$ cat src/rtl/sync_down_counter_nbit_pkg.sv
// sync_down_counter_pkg: shared constants for the loadable down counter.
//   ST_W             width of the control-state register
//   ST_IDLE/RUN/DONE control-state encodings
package sync_down_counter_pkg;
    localparam int ST_W = 2;
    localparam logic [ST_W-1:0] ST_IDLE = 2'd0;
    localparam logic [ST_W-1:0] ST_RUN  = 2'd1;
    localparam logic [ST_W-1:0] ST_DONE = 2'd2;
endpackage

$ cat src/rtl/sync_down_counter_nbit_if.sv
// sync_down_counter_nbit_if: control and status bundle of the down counter.
//   load/load_value/start/stop/auto_reload/count_en  controls into the counter
//   count/tc/running/done/zero                        status out of the counter
//   master: the controlling side; slave: the counter itself
interface sync_down_counter_nbit_if #(parameter int WIDTH = 8);
    logic             load;
    logic [WIDTH-1:0] load_value;
    logic             start;
    logic             stop;
    logic             auto_reload;
    logic             count_en;
    logic [WIDTH-1:0] count;
    logic             tc;
    logic             running;
    logic             done;
    logic             zero;
    modport master (
        output load, load_value, start, stop, auto_reload, count_en,
        input  count, tc, running, done, zero
    );
    modport slave (
        input  load, load_value, start, stop, auto_reload, count_en,
        output count, tc, running, done, zero
    );
endinterface

$ cat src/rtl/sync_down_counter_nbit_tff_ld_cell.sv
// tff_ld_cell: one counter bit, a T flip-flop with synchronous load.
//   clk, reset_n  clock and asynchronous active-low reset
//   ld, d         load strobe and value; load wins over toggle
//   t             toggle enable
//   q             stored bit
module tff_ld_cell (
    input  logic clk,
    input  logic reset_n,
    input  logic ld,
    input  logic d,
    input  logic t,
    output logic q
);
    always_ff @(posedge clk or negedge reset_n)
        if (!reset_n)
            q <= 1'b0;
        else if (ld)
            q <= d;
        else if (t)
            q <= ~q;
endmodule

$ cat src/rtl/sync_down_counter_nbit.sv
// sync_down_counter_nbit: loadable down counter / interval timer with one-shot
// or auto-reload operation and a registered terminal-count pulse.
//   clk, reset_n  clock and asynchronous active-low reset
//   bus           slave side of sync_down_counter_nbit_if (controls in, status out)
module sync_down_counter_nbit
    import sync_down_counter_pkg::*;
#(
    parameter int WIDTH = 8
) (
    input logic                    clk,
    input logic                    reset_n,
    sync_down_counter_nbit_if.slave bus
);
    logic [ST_W-1:0]  state, state_nxt;
    logic [WIDTH-1:0] count, reload_reg, d, t;
    logic [WIDTH:0]   lz;
    logic             zero, tick, dec, term, ld, tc_q, running, done;

    // A tick is a qualified count step; load and stop both pre-empt it.
    assign tick = (state == ST_RUN) & bus.count_en & ~bus.load & ~bus.stop;
    assign dec  = tick & ~zero;
    assign term = tick & zero;
    // Cells load on an explicit load, on restart from DONE, or on auto-reload.
    assign ld   = bus.load | (bus.start & (state == ST_DONE)) | (term & bus.auto_reload);
    assign d    = bus.load ? bus.load_value : reload_reg;

    // lz[i] is high when every bit below i is zero: bit i toggles on borrow.
    // lz[WIDTH] therefore doubles as the count==0 flag.
    assign lz[0] = 1'b1;
    genvar i;
    generate
        for (i = 0; i < WIDTH; i++) begin : g_bit
            assign lz[i+1] = lz[i] & ~count[i];
            assign t[i]    = dec & lz[i];
            tff_ld_cell u_cell (
                .clk     (clk),
                .reset_n (reset_n),
                .ld      (ld),
                .d       (d[i]),
                .t       (t[i]),
                .q       (count[i])
            );
        end
    endgenerate
    assign zero = lz[WIDTH];

    always_ff @(posedge clk or negedge reset_n)
        if (!reset_n) begin
            state      <= ST_IDLE;
            reload_reg <= '0;
            tc_q       <= 1'b0;
        end else begin
            state <= state_nxt;
            tc_q  <= term;
            if (bus.load)
                reload_reg <= bus.load_value;
        end

    always_comb begin
        state_nxt = state;
        if (bus.load)
            state_nxt = (state == ST_DONE) ? ST_IDLE : state;
        else if (bus.stop && state == ST_RUN)
            state_nxt = ST_IDLE;
        else if (bus.start && state != ST_RUN)
            state_nxt = ST_RUN;
        else if (term && !bus.auto_reload)
            state_nxt = ST_DONE;
    end

    always_comb begin
        running = (state == ST_RUN);
        done    = (state == ST_DONE);
    end

    assign bus.count   = count;
    assign bus.tc      = tc_q;
    assign bus.running = running;
    assign bus.done    = done;
    assign bus.zero    = zero;
endmodule
$ cat src/flat_wrapper.sv
// flat-port wrapper written by rule: the top's interface ports become plain ports
module sync_down_counter_nbit_flat import sync_down_counter_pkg::*;
#(
    parameter int WIDTH = 8
)
  (clk, reset_n, bus_load, bus_load_value, bus_start, bus_stop, bus_auto_reload, bus_count_en, bus_count, bus_tc, bus_running, bus_done, bus_zero);
  sync_down_counter_nbit_if #(.WIDTH(WIDTH)) bus_i ();
  input logic clk;
  input logic reset_n;
  input wire logic [$bits(bus_i.load)-1:0] bus_load;
  input wire logic [$bits(bus_i.load_value)-1:0] bus_load_value;
  input wire logic [$bits(bus_i.start)-1:0] bus_start;
  input wire logic [$bits(bus_i.stop)-1:0] bus_stop;
  input wire logic [$bits(bus_i.auto_reload)-1:0] bus_auto_reload;
  input wire logic [$bits(bus_i.count_en)-1:0] bus_count_en;
  output wire logic [$bits(bus_i.count)-1:0] bus_count;
  output wire logic [$bits(bus_i.tc)-1:0] bus_tc;
  output wire logic [$bits(bus_i.running)-1:0] bus_running;
  output wire logic [$bits(bus_i.done)-1:0] bus_done;
  output wire logic [$bits(bus_i.zero)-1:0] bus_zero;
  assign bus_i.load = bus_load;
  assign bus_i.load_value = bus_load_value;
  assign bus_i.start = bus_start;
  assign bus_i.stop = bus_stop;
  assign bus_i.auto_reload = bus_auto_reload;
  assign bus_i.count_en = bus_count_en;
  assign bus_count = bus_i.count;
  assign bus_tc = bus_i.tc;
  assign bus_running = bus_i.running;
  assign bus_done = bus_i.done;
  assign bus_zero = bus_i.zero;
  sync_down_counter_nbit #(.WIDTH(WIDTH)) u_core (.clk(clk), .reset_n(reset_n), .bus(bus_i));
endmodule
$ cat config.mk
export PLATFORM = sky130hd
export DESIGN_NAME = sync_down_counter_nbit_flat
export DESIGN_NICKNAME = d
export VERILOG_FILES = /design/src/rtl/sync_down_counter_nbit_pkg.sv /design/src/rtl/sync_down_counter_nbit_if.sv /design/src/rtl/sync_down_counter_nbit_tff_ld_cell.sv /design/src/rtl/sync_down_counter_nbit.sv /design/src/flat_wrapper.sv
export SDC_FILE = /design/constraint.sdc
export NUM_CORES = 1
export LEC_CHECK = 0
export BUFFER_PORTS_ARGS = -buffer_cell sky130_fd_sc_hd__buf_2
export CORE_MARGIN = 3
export CORE_UTILIZATION = 49
export CTS_BUF_LIST = sky130_fd_sc_hd__clkbuf_8
export DETAILED_ROUTE_END_ITERATION = 8
export GPL_TIMING_DRIVEN = 0
export HOLD_SLACK_MARGIN = 0.02
export PLACE_DENSITY = 0.82
export SLEW_MARGIN = 20
export SYNTH_ARGS = -nofsm -noshare
export SYNTH_HDL_FRONTEND = slang
export SYNTH_SLANG_ARGS = --single-unit
export TNS_END_PERCENT = 50
$ cat constraint.sdc
create_clock -name clk -period 5.51 [get_ports clk]
set_input_delay 1.102 -clock clk [delete_from_list [all_inputs] [get_ports clk]]
set_output_delay 1.102 -clock clk [all_outputs]
set_load 0.01 [all_outputs]
* Word-level counts from Yosys, hierarchy flattened *
Index checks and enable logic that the tools add are counted.

cells by class
  reductions and logical operators = 14
  equal/unequal tests = 4
  bitwise operators = 34
  multiplexer cells = 22

operators with widths
  operator              count
  $and A1 B1 Y1         21
  $mux W1               16
  $reduce_bool A2 Y1    8
  $not A1 Y1            11
  $mux W2               5
  $mux W8               1
  $ne A2 B1 Y1 const B  2
  $reduce_bool A4 Y1    1
  $logic_and A1 B1 Y1   3
  $eq A2 B1 Y1 const B  1
  $eq A2 B2 Y1 const B  1
  $or A1 B1 Y1          2
  $reduce_and A2 Y1     1
  $logic_not A1 Y1      1

storage, ports and cells
  output and inout port bits = 12
  flip-flop bits (word level) = 19
  logic and storage cells = 85

* Depth between registers and ports, before layout *
Gate-level depths: netlist (run 1).

  depth after elaboration = 14
  mapped depth = 5
  mapped depth without buffers = 5

* Cells and area by module *
Synthesis (run 1) repeated with hierarchy kept, for this count alone.

unflattened totals
  cells, all modules = 88
  area total of the unflattened synthesis = 943.4 µm²

by module, submodules not included
  module                  sequential area each (µm²)  cells an instance  times used  area an instance (µm²)
  sync_down_counter_nbit  275.3                       56                 1           603.1
  tff_ld_cell             25.0                        4                  8           42.5

* Worst setup path before layout (run 1) *
Ideal clock, no wire load.

  kind = input -> register
  from = input port bus_load
  to = register u_core.g_bit[7].u_cell.q
  path buffers = 2
  path slack = 3.141 ns
  cell stages on the path = 4
  setup time = 0.125 ns
  arrival time = 2.244 ns
  cell sequence = clkbuf_1 buf_2 mux2_2 mux2_2

on the way
  elaborated cells between the ends (all ways) = 12
  those cells by class = 2 x mux; 9 x bitwise; 1 x reduce/logical

RTL lines
  element                       RTL line                                  source
  start: declaration            flat_wrapper.sv:10                        input wire logic [$bits(bus_i.load)-1:0] bus_load;
  $mux W8                       sync_down_counter_nbit.sv:25              assign d = bus.load ? bus.load_value : reload_reg;
  via u_core.g_bit[7].u_cell.d  sync_down_counter_nbit_tff_ld_cell.sv:10  input logic d,
  $mux W1                       sync_down_counter_nbit_tff_ld_cell.sv:17  else if (ld)
  end signal: assignment        sync_down_counter_nbit_tff_ld_cell.sv:20  q <= ~q;
  end: declaration              sync_down_counter_nbit_tff_ld_cell.sv:12  output logic q

The timed path passes the listed nets, and every way through them passes these cells.
A chain may end at the register's enable or synchronous reset.

* Worst setup path in the final report (run 1) *
  from = register u_core.g_bit[1].u_cell.q
  to = output port bus_zero

on the way
  word-level cells in the longest chain between the ends = 8

RTL lines
  element                      RTL line                                  source
  start: declaration           sync_down_counter_nbit_tff_ld_cell.sv:12
  start signal: assignment     sync_down_counter_nbit_tff_ld_cell.sv:20
  $not A1 Y1                   sync_down_counter_nbit.sv:33              assign lz[i+1] = lz[i] & ~count[i];
  $and A1 B1 Y1 (7 in series)  sync_down_counter_nbit.sv:33
  end: declaration             flat_wrapper.sv:20                        output wire logic [$bits(bus_i.zero)-1:0] bus_zero;

Every way passes these cells.

==> results.py, run 1 <==
metrics = {
    "placement": {
        "routabilityCongestion": 0.7816,
        "hpwl_um": 1657,
        "io_buffers": 25,
        "dp_slack_ps": 2916,
    },
    "routing": {
        "vias_per_cell": 5.546,
        "routed_wl_um": 2150,
        "postRouteAntennaNets": 0,
        "drt-initial-drc-count": 20,
        "wl_per_cell_um": 14.14,
        "num_vias": 843,
        "met1Wirelength_um": 914,
        "dr.max_layer_used": "met4",
        "drc_errors": 0,
        "route.met2.wl_um": 1036,
        "dr_wl_met3_um": 174,
        "first_pass_iters": 4,
    },
    "worst_setup_path": {
        "path_class": "reg2out",
        "rr_worst_depth": 4,
        "start_kind": "register",
        "required_ps": 4410,
        "cp_data_arrival_time_ps": 1780,
        "r2r-start": "u_core.g_bit[1].u_cell.q",
        "reg2reg_to": "u_core.g_bit[6].u_cell.q",
        "cp-end-kind": "output pin",
        "rrSetupSlack_ps": 3370,
        "worstPathMaxFanout": 7,
    },
    "die": {
        "io_pins": 27,
        "rows": 16,
        "die_y_um": 52.78,
        "die_area_mm2": 0.002786,
        "start_util_pct": 53.03,
        "die_x_um": 52.78,
        "core_mm2": 0.002022,
    },
    "cts": {
        "clock_path_buffers": 2,
        "cts_resized": 0,
        "cts_setup_buffers": 0,
        "ctsHoldBuffers": 0,
        "clock-sinks": 19,
        "cts-htree-levels": 1,
        "cts_buffers": 3,
        "cts_tree": "done",
        "path_clk_slew_ps": 70,
        "clk_latency_ps": 250,
        "cts_root_buffer": "clkbuf_8",
    },
    "timing": {
        "finalCriticalPeriod_ps": 2879,
        "setup_tns_ps": 0,
        "final.setup.worst_slack_ps": 2631,
        "rsz0062_at_grt": "no",
        "fin_crit_sh_pct": 52.24,
        "max_freq_ghz": 0.3474,
        "relSlewSlack_pct": 68.76,
        "fin_skew_ps": 2.259,
        "hold_viol": 0,
        "max_slew.worst_pin.slew_ps": 468.6,
        "drv_slew": 0,
        "final-setup-viol-count": 0,
    },
    "synthesis": {
        "syn_nets": 111,
        "synth_area_mm2": 0.001072,
        "yosysSeqAreaShare_pct": 44.34,
        "syn_inst": 96,
        "ys_types": 33,
        "ys_ff_latch": 19,
        "syn_avg_cell_area_um2": 11.17,
        "yosys_warnings": 0,
    },
    "finish": {
        "synthToLayoutAreaGrowth_pct": 19.02,
        "multi_input_area_um2": 504.2,
        "drive_gt1_share_pct": 46.40,
        "antenna_cells": 0,
        "fin_util_pct": 63.12,
        "regArea_um2": 475.5,
        "layout_commonest_cell": "buf_2",
        "nNetsFinal": 141,
        "fill_cells": 166,
        "final_cell_mix": "buf_2, dfrtp_1, mux2_2",
    },
    "power": {
        "power_density_mw_per_mm2": 296.4,
        "vdd_ir_drop_max_mv": 0.2063,
        "leakagePower_nw": 0.5697,
    },
    "run": {
        "cap_violations": 0,
    },
    "worst_hold_path": {
        "hold_path.class": "reg2reg",
        "hp-start": "u_core.reload_reg[1]",
        "hold-path-cell-count": 1,
        "hold_path_end": "u_core.reload_reg[1]",
    },
    "grt": {
        "grt_pass1_vias": 808,
        "grt_pass1_wl_um": 3553,
        "grt_use_total_pct": 17.54,
        "grt_max_degree": 20,
        "antenna_found_initial": 0,
        "overflow": 0,
    },
    "run_status": {
        "status": "complete, no violations",
    },
}
cell type report:
class,count,area share [%]
timing repair buffer,25,9.804
inverter,5,1.471
clock inverter,1,0.2941
sequential,19,37.26
buffer,11,5.784
clock buffer,3,3.235
multi-input combinational,61,39.51
tap,27,2.647
routing by layer:
| layer | GRT usage, % | vias up |
|---|---|---|
| li1 | - | 410 |
| met1 | 22.04 | 398 |
| met2 | 29.34 | 30 |
| met3 | 3.704 | 5 |
| met4 | 6.383 | 0 |
| met5 | 0 | - |
Yosys cell counts:
cell type	number	area (um^2)
or4_4	1	11.26
or3_1	2	12.51
nand2_1	1	3.750
mux2_2	11	123.9
nor4_2	2	25.02
nand2b_1	1	6.260
inv_1	5	18.77
dfrtp_1	19	475.5
o21ai_0	1	5.000
buf_4	8	60.06
a31o_2	2	17.52
nand4bb_1	1	11.26
or4_1	1	7.510
nor2_1	3	11.26
nor3_1	4	20.02
nand3_1	1	5.000
a2bb2oi_1	2	17.52
mux2i_1	1	10.01
nor2b_1	2	12.51
nor4_4	1	21.27
o41ai_1	2	17.52
mux2_1	3	33.78
buf_2	2	10.01
o41ai_2	1	16.27
clkbuf_1	1	3.750
a21boi_0	2	15.01
nand4_1	2	12.51
o31ai_1	1	7.510
or2_2	1	6.260
and4bb_2	1	12.51
a31oi_1	4	25.02
a21oi_1	6	30.03
and2_1	1	6.260
critical path, stage by stage, from the launching register on:
cell	delay, ps
dfrtp_1	460
nor4_2	440
nand2_1	240
inv_1	220
buf_2	170
power breakdown:
group          internal [W]  switching, W
Combinational     0.0000571     0.0000458
Clock             0.0000495     0.0000447
Sequential         0.000158     0.0000230
cell families after synthesis:
logic type,synth area share (%)
simple gates,17.27
mux,15.64
compound gates,14.12
flops,44.34
buf+inv,8.635
per-stage QoR:
stage,cells,instance area (um^2),total power (W),hold slack [ps]
after floorplan,96,1072,0.0002535,466.9
after global routing,152,1276,0.0004020,513.9
after global placement,148,1231,0.0002823,479.2
after detailed placement,148,1231,0.0002876,486.4
final,152,1276,0.0003783,498.3
after CTS,152,1276,0.0003828,502.9
worst max path at each step:
| stage | start | endpoint | slack [ps] |
|---|---|---|---|
| 2_1_floorplan | bus_load | u_core.g_bit[7].u_cell.q | 3140 |
| 4_1_cts | u_core.g_bit[1].u_cell.q | bus_zero | 2650 |
| 3_5_place_dp | u_core.g_bit[1].u_cell.q | bus_zero | 2920 |
| 5_1_grt | u_core.g_bit[0].u_cell.q | bus_zero | 2480 |
| 3_3_place_gp | bus_load | u_core.g_bit[7].u_cell.q | 2960 |
| 6_report | u_core.g_bit[1].u_cell.q | bus_zero | 2630 |
No activity file was read; power rests on OpenSTA's default activity.
==> run 2: changes to the inputs <==
- PLACE_DENSITY: 0.82 -> 0.85
- clock period: 5.51 -> 2.5 ns (I/O delays scaled with it)
==> results.py, run 2 (synthesis results as in run 1) <==
metrics = {
    "worst_setup_path": {
        "cp-end-kind": "output pin",
        "cp_slowest_cell": "dfrtp_1",
        "critPathTopFamily": "simple AND/OR/NAND/NOR gates",
        "cp_data_arrival_time_ps": 1750,
        "critPathBufInv": 2,
        "start_kind": "register",
        "r2r-start": "u_core.g_bit[1].u_cell.q",
        "required_ps": 2000,
        "path_cells": "nor4_2 -> nand2_1 -> inv_1 -> buf_2",
        "cp_slowest_stage_delay_ps": 460,
        "worstPathMaxFanout": 7,
        "path_class": "reg2out",
        "startpoint": "u_core.g_bit[1].u_cell.q",
    },
    "die": {
        "die_x_um": 52.78,
        "start_util_pct": 53.03,
        "core_mm2": 0.002022,
        "rows": 16,
        "die_y_um": 52.78,
        "io_pins": 27,
        "die_area_mm2": 0.002786,
    },
    "timing": {
        "max_freq_ghz": 0.4436,
        "rsz0062_at_grt": "no",
        "fin_skew_ps": 5.004,
        "max_slew.worst_pin.slew_ps": 527.4,
        "drv_slew": 0,
        "relSlewSlack_pct": 64.84,
        "final-setup-viol-count": 0,
        "setup_tns_ps": 0,
        "hold_viol": 0,
        "finalCriticalPeriod_ps": 2254,
        "fin_crit_sh_pct": 90.18,
    },
    "cts": {
        "path_clk_slew_ps": 70,
        "cts-htree-levels": 1,
        "cts_tree": "done",
        "ctsHoldBuffers": 0,
        "clk_latency_ps": 260,
        "cts_buffers": 3,
        "cts_root_buffer": "clkbuf_8",
        "cts_resized": 0,
        "cts_setup_buffers": 0,
        "clock_path_buffers": 2,
        "clock-sinks": 19,
    },
    "placement": {
        "io_buffers": 25,
        "routabilityCongestion": 0.8001,
        "hpwl_um": 1619,
    },
    "grt": {
        "grt_max_degree": 20,
        "overflow": 0,
        "grt_pass1_wl_um": 3636,
        "grt_pass1_vias": 825,
        "grt_use_total_pct": 18.14,
        "antenna_found_initial": 0,
    },
    "power": {
        "vdd_ir_drop_max_mv": 0.6856,
        "leakagePower_nw": 0.5697,
        "finalPower_w": 0.0008316,
        "combPwrFrac_pct": 27.2,
        "power_density_mw_per_mm2": 651.6,
        "switching_power_w": 0.0002480,
        "clock_power_share_pct": 24.8,
        "p_seq_share_pct": 48.0,
        "p_int_w": 0.0005837,
        "switching_share_pct": 29.82,
    },
    "run": {
        "cap_violations": 0,
    },
    "finish": {
        "final_cell_mix": "buf_2, dfrtp_1, mux2_2",
        "drive_gt1_share_pct": 46.40,
        "antenna_cells": 0,
        "fill_cells": 170,
        "synthToLayoutAreaGrowth_pct": 19.02,
        "nNetsFinal": 141,
        "layout_commonest_cell": "buf_2",
    },
    "routing": {
        "num_vias": 839,
        "postRouteAntennaNets": 0,
        "drt-initial-drc-count": 14,
        "vias_per_cell": 5.520,
        "drc_errors": 0,
        "first_pass_iters": 4,
        "wl_per_cell_um": 14.10,
        "routed_wl_um": 2143,
    },
    "run_status": {
        "status": "complete, no violations",
    },
    "worst_hold_path": {
        "hold_path.class": "in2async",
    },
}
==> run 2: cell counts in the layout (fill, tap and decap cells not counted) <==
Identical to the previous run, type by type.
==> run 2: power by group through the flow <==
stage | clock network, W | registers [W] | logic [W]
after floorplan | 0 | 0.000393 | 0.000166
after global placement | 0 | 0.000401 | 0.000220
after detailed placement | 0 | 0.000406 | 0.000227
after CTS | 0.000212 | 0.000399 | 0.000229
after global routing | 0.000223 | 0.000407 | 0.000249
final | 0.000206 | 0.000399 | 0.000226
==> run 2: layer usage <==
layer | up-vias | GRT usage [%] | share of wire (%)
met5 | - | 0 | 0
met4 | 0 | 10.21 | 2.8
met3 | 6 | 5.128 | 8.4
met2 | 34 | 28.72 | 47
met1 | 389 | 21.81 | 42
li1 | 410 | - | -
==> run 2: path summary, 6_finish.rpt <==
check | endpoint | slack [ps] | depth (start not counted)
setup / recovery | bus_zero | 250 | 4
hold / removal | u_core.reload_reg[0] | 170 | 1
hold reg to reg | u_core.reload_reg[4] | 500 | 1
max in group asynchronous | u_core.g_bit[6].u_cell.q | 2030 | 1
setup reg to reg | u_core.g_bit[6].u_cell.q | 370 | 4
min in group clk | u_core.reload_reg[1] | 490 | 2
==> run 2: cell type report <==
type / count / area, um^2 / share of cell area [%]
Tap cell: 27 / 33.78 / 2.647
Timing Repair Buffer: 25 / 125.1 / 9.804
Clock buffer: 3 / 41.29 / 3.235
Inverter: 5 / 18.77 / 1.471
Sequential cell: 19 / 475.5 / 37.26
Clock inverter: 1 / 3.754 / 0.2941
Multi-Input combinational cell: 61 / 504.2 / 39.51
Buffer: 11 / 73.82 / 5.784
==> run 2: per-stage QoR <==
step / worst slack, ps / hold WS, ps / area [um^2] / cells / util [%]
2_1_floorplan: 492.6 / 204.4 / 1072 / 96 / -
3_3_place_gp: 422.3 / 448.5 / 1231 / 148 / 60.89
3_5_place_dp: 391.9 / 459.2 / 1231 / 148 / 60.89
4_1_cts: 248.7 / 183.1 / 1276 / 152 / 63.12
5_1_grt: 89.94 / 199.1 / 1276 / 152 / 63.12
6_report: 245.6 / 170.0 / 1276 / 152 / 63.12
==> run 3: changes to the inputs <==
- ABC_AREA: unset -> 1
==> results.py, run 3 <==
metrics = {
    "cts": {
        "cts_root_buffer": "clkbuf_8",
        "path_clk_slew_ps": 70,
        "cts_setup_buffers": 0,
        "clock_path_buffers": 2,
        "cts_buffers": 3,
        "clock-sinks": 19,
        "cts_resized": 0,
        "cts_tree": "done",
        "clk_latency_ps": 260,
        "cts-htree-levels": 1,
        "ctsHoldBuffers": 0,
    },
    "grt": {
        "grt_use_total_pct": 18.23,
        "overflow": 0,
        "grt_pass1_wl_um": 3732,
        "antenna_found_initial": 0,
        "grt_max_degree": 20,
        "grt_pass1_vias": 918,
    },
    "synthesis": {
        "syn_nets": 160,
        "synth.area.top_cells": "dfrtp_1, nand2_1, buf_4",
        "ys.flop_type": "dfrtp_1",
        "ys_ff_latch": 19,
        "syn_avg_cell_area_um2": 7.628,
        "yosysMostFrequentCell": "nand2_1",
        "syn_inst": 145,
        "ys_types": 20,
        "synth_common_cells": "nand2_1, dfrtp_1, nor2_1, inv_1",
        "synth_area_mm2": 0.001106,
        "synth_edf_count": 0,
        "yosys.area.top_type": "dfrtp_1",
        "netlist.area_leader.share_pct": 42.99,
        "synth-async-reset-ratio_pct": 100.0,
        "yosys_warnings": 0,
        "yosysSeqAreaShare_pct": 42.99,
    },
    "power": {
        "power_density_mw_per_mm2": 580.1,
        "vdd_ir_drop_max_mv": 0.4762,
        "switching_share_pct": 30.65,
        "p_int_w": 0.0005290,
        "clock_power_share_pct": 27.2,
        "combPwrFrac_pct": 25.1,
        "p_seq_share_pct": 47.7,
        "switching_power_w": 0.0002339,
        "leakagePower_nw": 0.7642,
    },
    "worst_hold_path": {
        "hold_path.class": "in2async",
    },
    "routing": {
        "num_vias": 948,
        "drc_errors": 0,
        "wl_per_cell_um": 10.60,
        "postRouteAntennaNets": 0,
        "first_pass_iters": 4,
        "vias_per_cell": 4.693,
        "routed_wl_um": 2142,
        "drt-initial-drc-count": 15,
    },
    "worst_setup_path": {
        "cp-end-kind": "output pin",
        "path_class": "reg2out",
        "worstPathMaxFanout": 5,
        "start_kind": "register",
        "required_ps": 2000,
        "cp_data_arrival_time_ps": 1290,
    },
    "timing": {
        "hold_viol": 0,
        "finalCriticalPeriod_ps": 1787,
        "max_freq_ghz": 0.5597,
        "fin_crit_sh_pct": 71.46,
        "max_slew.worst_pin.slew_ps": 424.9,
        "final-setup-viol-count": 0,
        "final.setup.worst_slack_ps": 713.4,
        "fin_skew_ps": 2.193,
        "drv_slew": 0,
        "setup_tns_ps": 0,
        "relSlewSlack_pct": 71.68,
        "rsz0062_at_grt": "no",
    },
    "die": {
        "start_util_pct": 54.17,
        "rows": 16,
        "die_area_mm2": 0.002863,
        "die_y_um": 53.51,
        "io_pins": 27,
        "core_mm2": 0.002042,
        "die_x_um": 53.51,
    },
    "run": {
        "cap_violations": 0,
    },
    "finish": {
        "nNetsFinal": 191,
        "regArea_um2": 475.5,
        "drive_gt1_share_pct": 30.86,
        "synthToLayoutAreaGrowth_pct": 18.89,
        "fill_cells": 197,
        "multi_input_area_um2": 500.5,
        "final_cell_mix": "nand2_1, buf_2, dfrtp_1",
        "layout_commonest_cell": "nand2_1",
        "antenna_cells": 0,
    },
    "run_status": {
        "status": "complete, no violations",
    },
    "placement": {
        "hpwl_um": 1725,
        "routabilityCongestion": 0.8084,
        "dp_slack_ps": 836.9,
        "io_buffers": 26,
    },
}
## run 3: changes by cell type in the layout (fill, tap and decap cells not counted), moves of 3 or more
cell | before | now
a31oi_1 | 4 | 0
nor2_4 | 0 | 3
nand3_1 | 1 | 8
mux2_2 | 11 | 0
inv_1 | 6 | 13
inv_2 | 0 | 3
nor2_2 | 0 | 4
nor3_1 | 4 | 1
a21oi_1 | 6 | 3
nand2_1 | 1 | 58
nor2_1 | 3 | 13
mux2_1 | 3 | 0
## run 3: worst paths after layout
kind                                                from                        to  slack (ps)  depth (start not counted)
worst min-delay path                             reset_n      u_core.reload_reg[7]         170                          1
worst max-delay path            u_core.g_bit[2].u_cell.q                  bus_zero         710                          4
worst min register to register      u_core.reload_reg[1]      u_core.reload_reg[1]         480                          2
worst max register to register  u_core.g_bit[2].u_cell.q  u_core.g_bit[6].u_cell.q        1030                          8
max in group asynchronous                        reset_n             u_core.bus.tc        2030                          1
min in group clk                       bus_load_value[7]      u_core.reload_reg[7]         470                          3
## run 3: cells by family (layout without fill, tap and decap cells)
logic type             count (synthesis)  in the layout  share of synthesized area [%]
AO/OA/AOI/OAI                          7              7                          3.393
flip-flops                            19             19                          42.99
buffers and inverters                 26             56                          11.77
AND/OR/NAND/NOR                       93             93                          41.85
## run 3: worst max-delay path: stages (launching register included)
cell     delay, ps
dfrtp_1        430
nor2_2         190
nand3_4        120
nor2_8         140
buf_2          150
## run 3: final cells by class
type	count	area share [%]
repair buffers	26	9.895
plain buffers	10	5.138
well taps	27	2.569
clock inverters	1	0.2854
clock buffers	3	3.140
multi-input cells	100	38.06
flip-flops and latches	19	36.16
inverters	16	4.757
## run 3: power by group through the flow
stage / registers, W / logic (W) / clock network (W)
CTS: 0.000364 / 0.000194 / 0.000215
global route: 0.000368 / 0.000217 / 0.000228
finish: 0.000364 / 0.000192 / 0.000207
floorplan: 0.000364 / 0.000138 / 0
detailed placement: 0.000369 / 0.000193 / 0
global placement: 0.000367 / 0.000186 / 0
## run 3: per-layer routing
metal	up-vias	wire length, um	GRT usage (%)
li1	489	-	-
met1	426	953	22.22
met2	27	1029	29.18
met3	6	105	3.380
met4	0	53	11.91
met5	-	0	0
## run 3: per-stage QoR
stage	util [%]	cell area, um^2	hold WS, ps	total power [W]	std cells
after global routing	64.40	1315	181.1	0.0008126	202
after global placement	62.19	1270	451.5	0.0005531	198
final	64.40	1315	171.1	0.0007629	202
after floorplan	-	1106	204.4	0.0005019	145
after detailed placement	62.19	1270	456.5	0.0005625	198
after CTS	64.40	1315	179.3	0.0007726	202
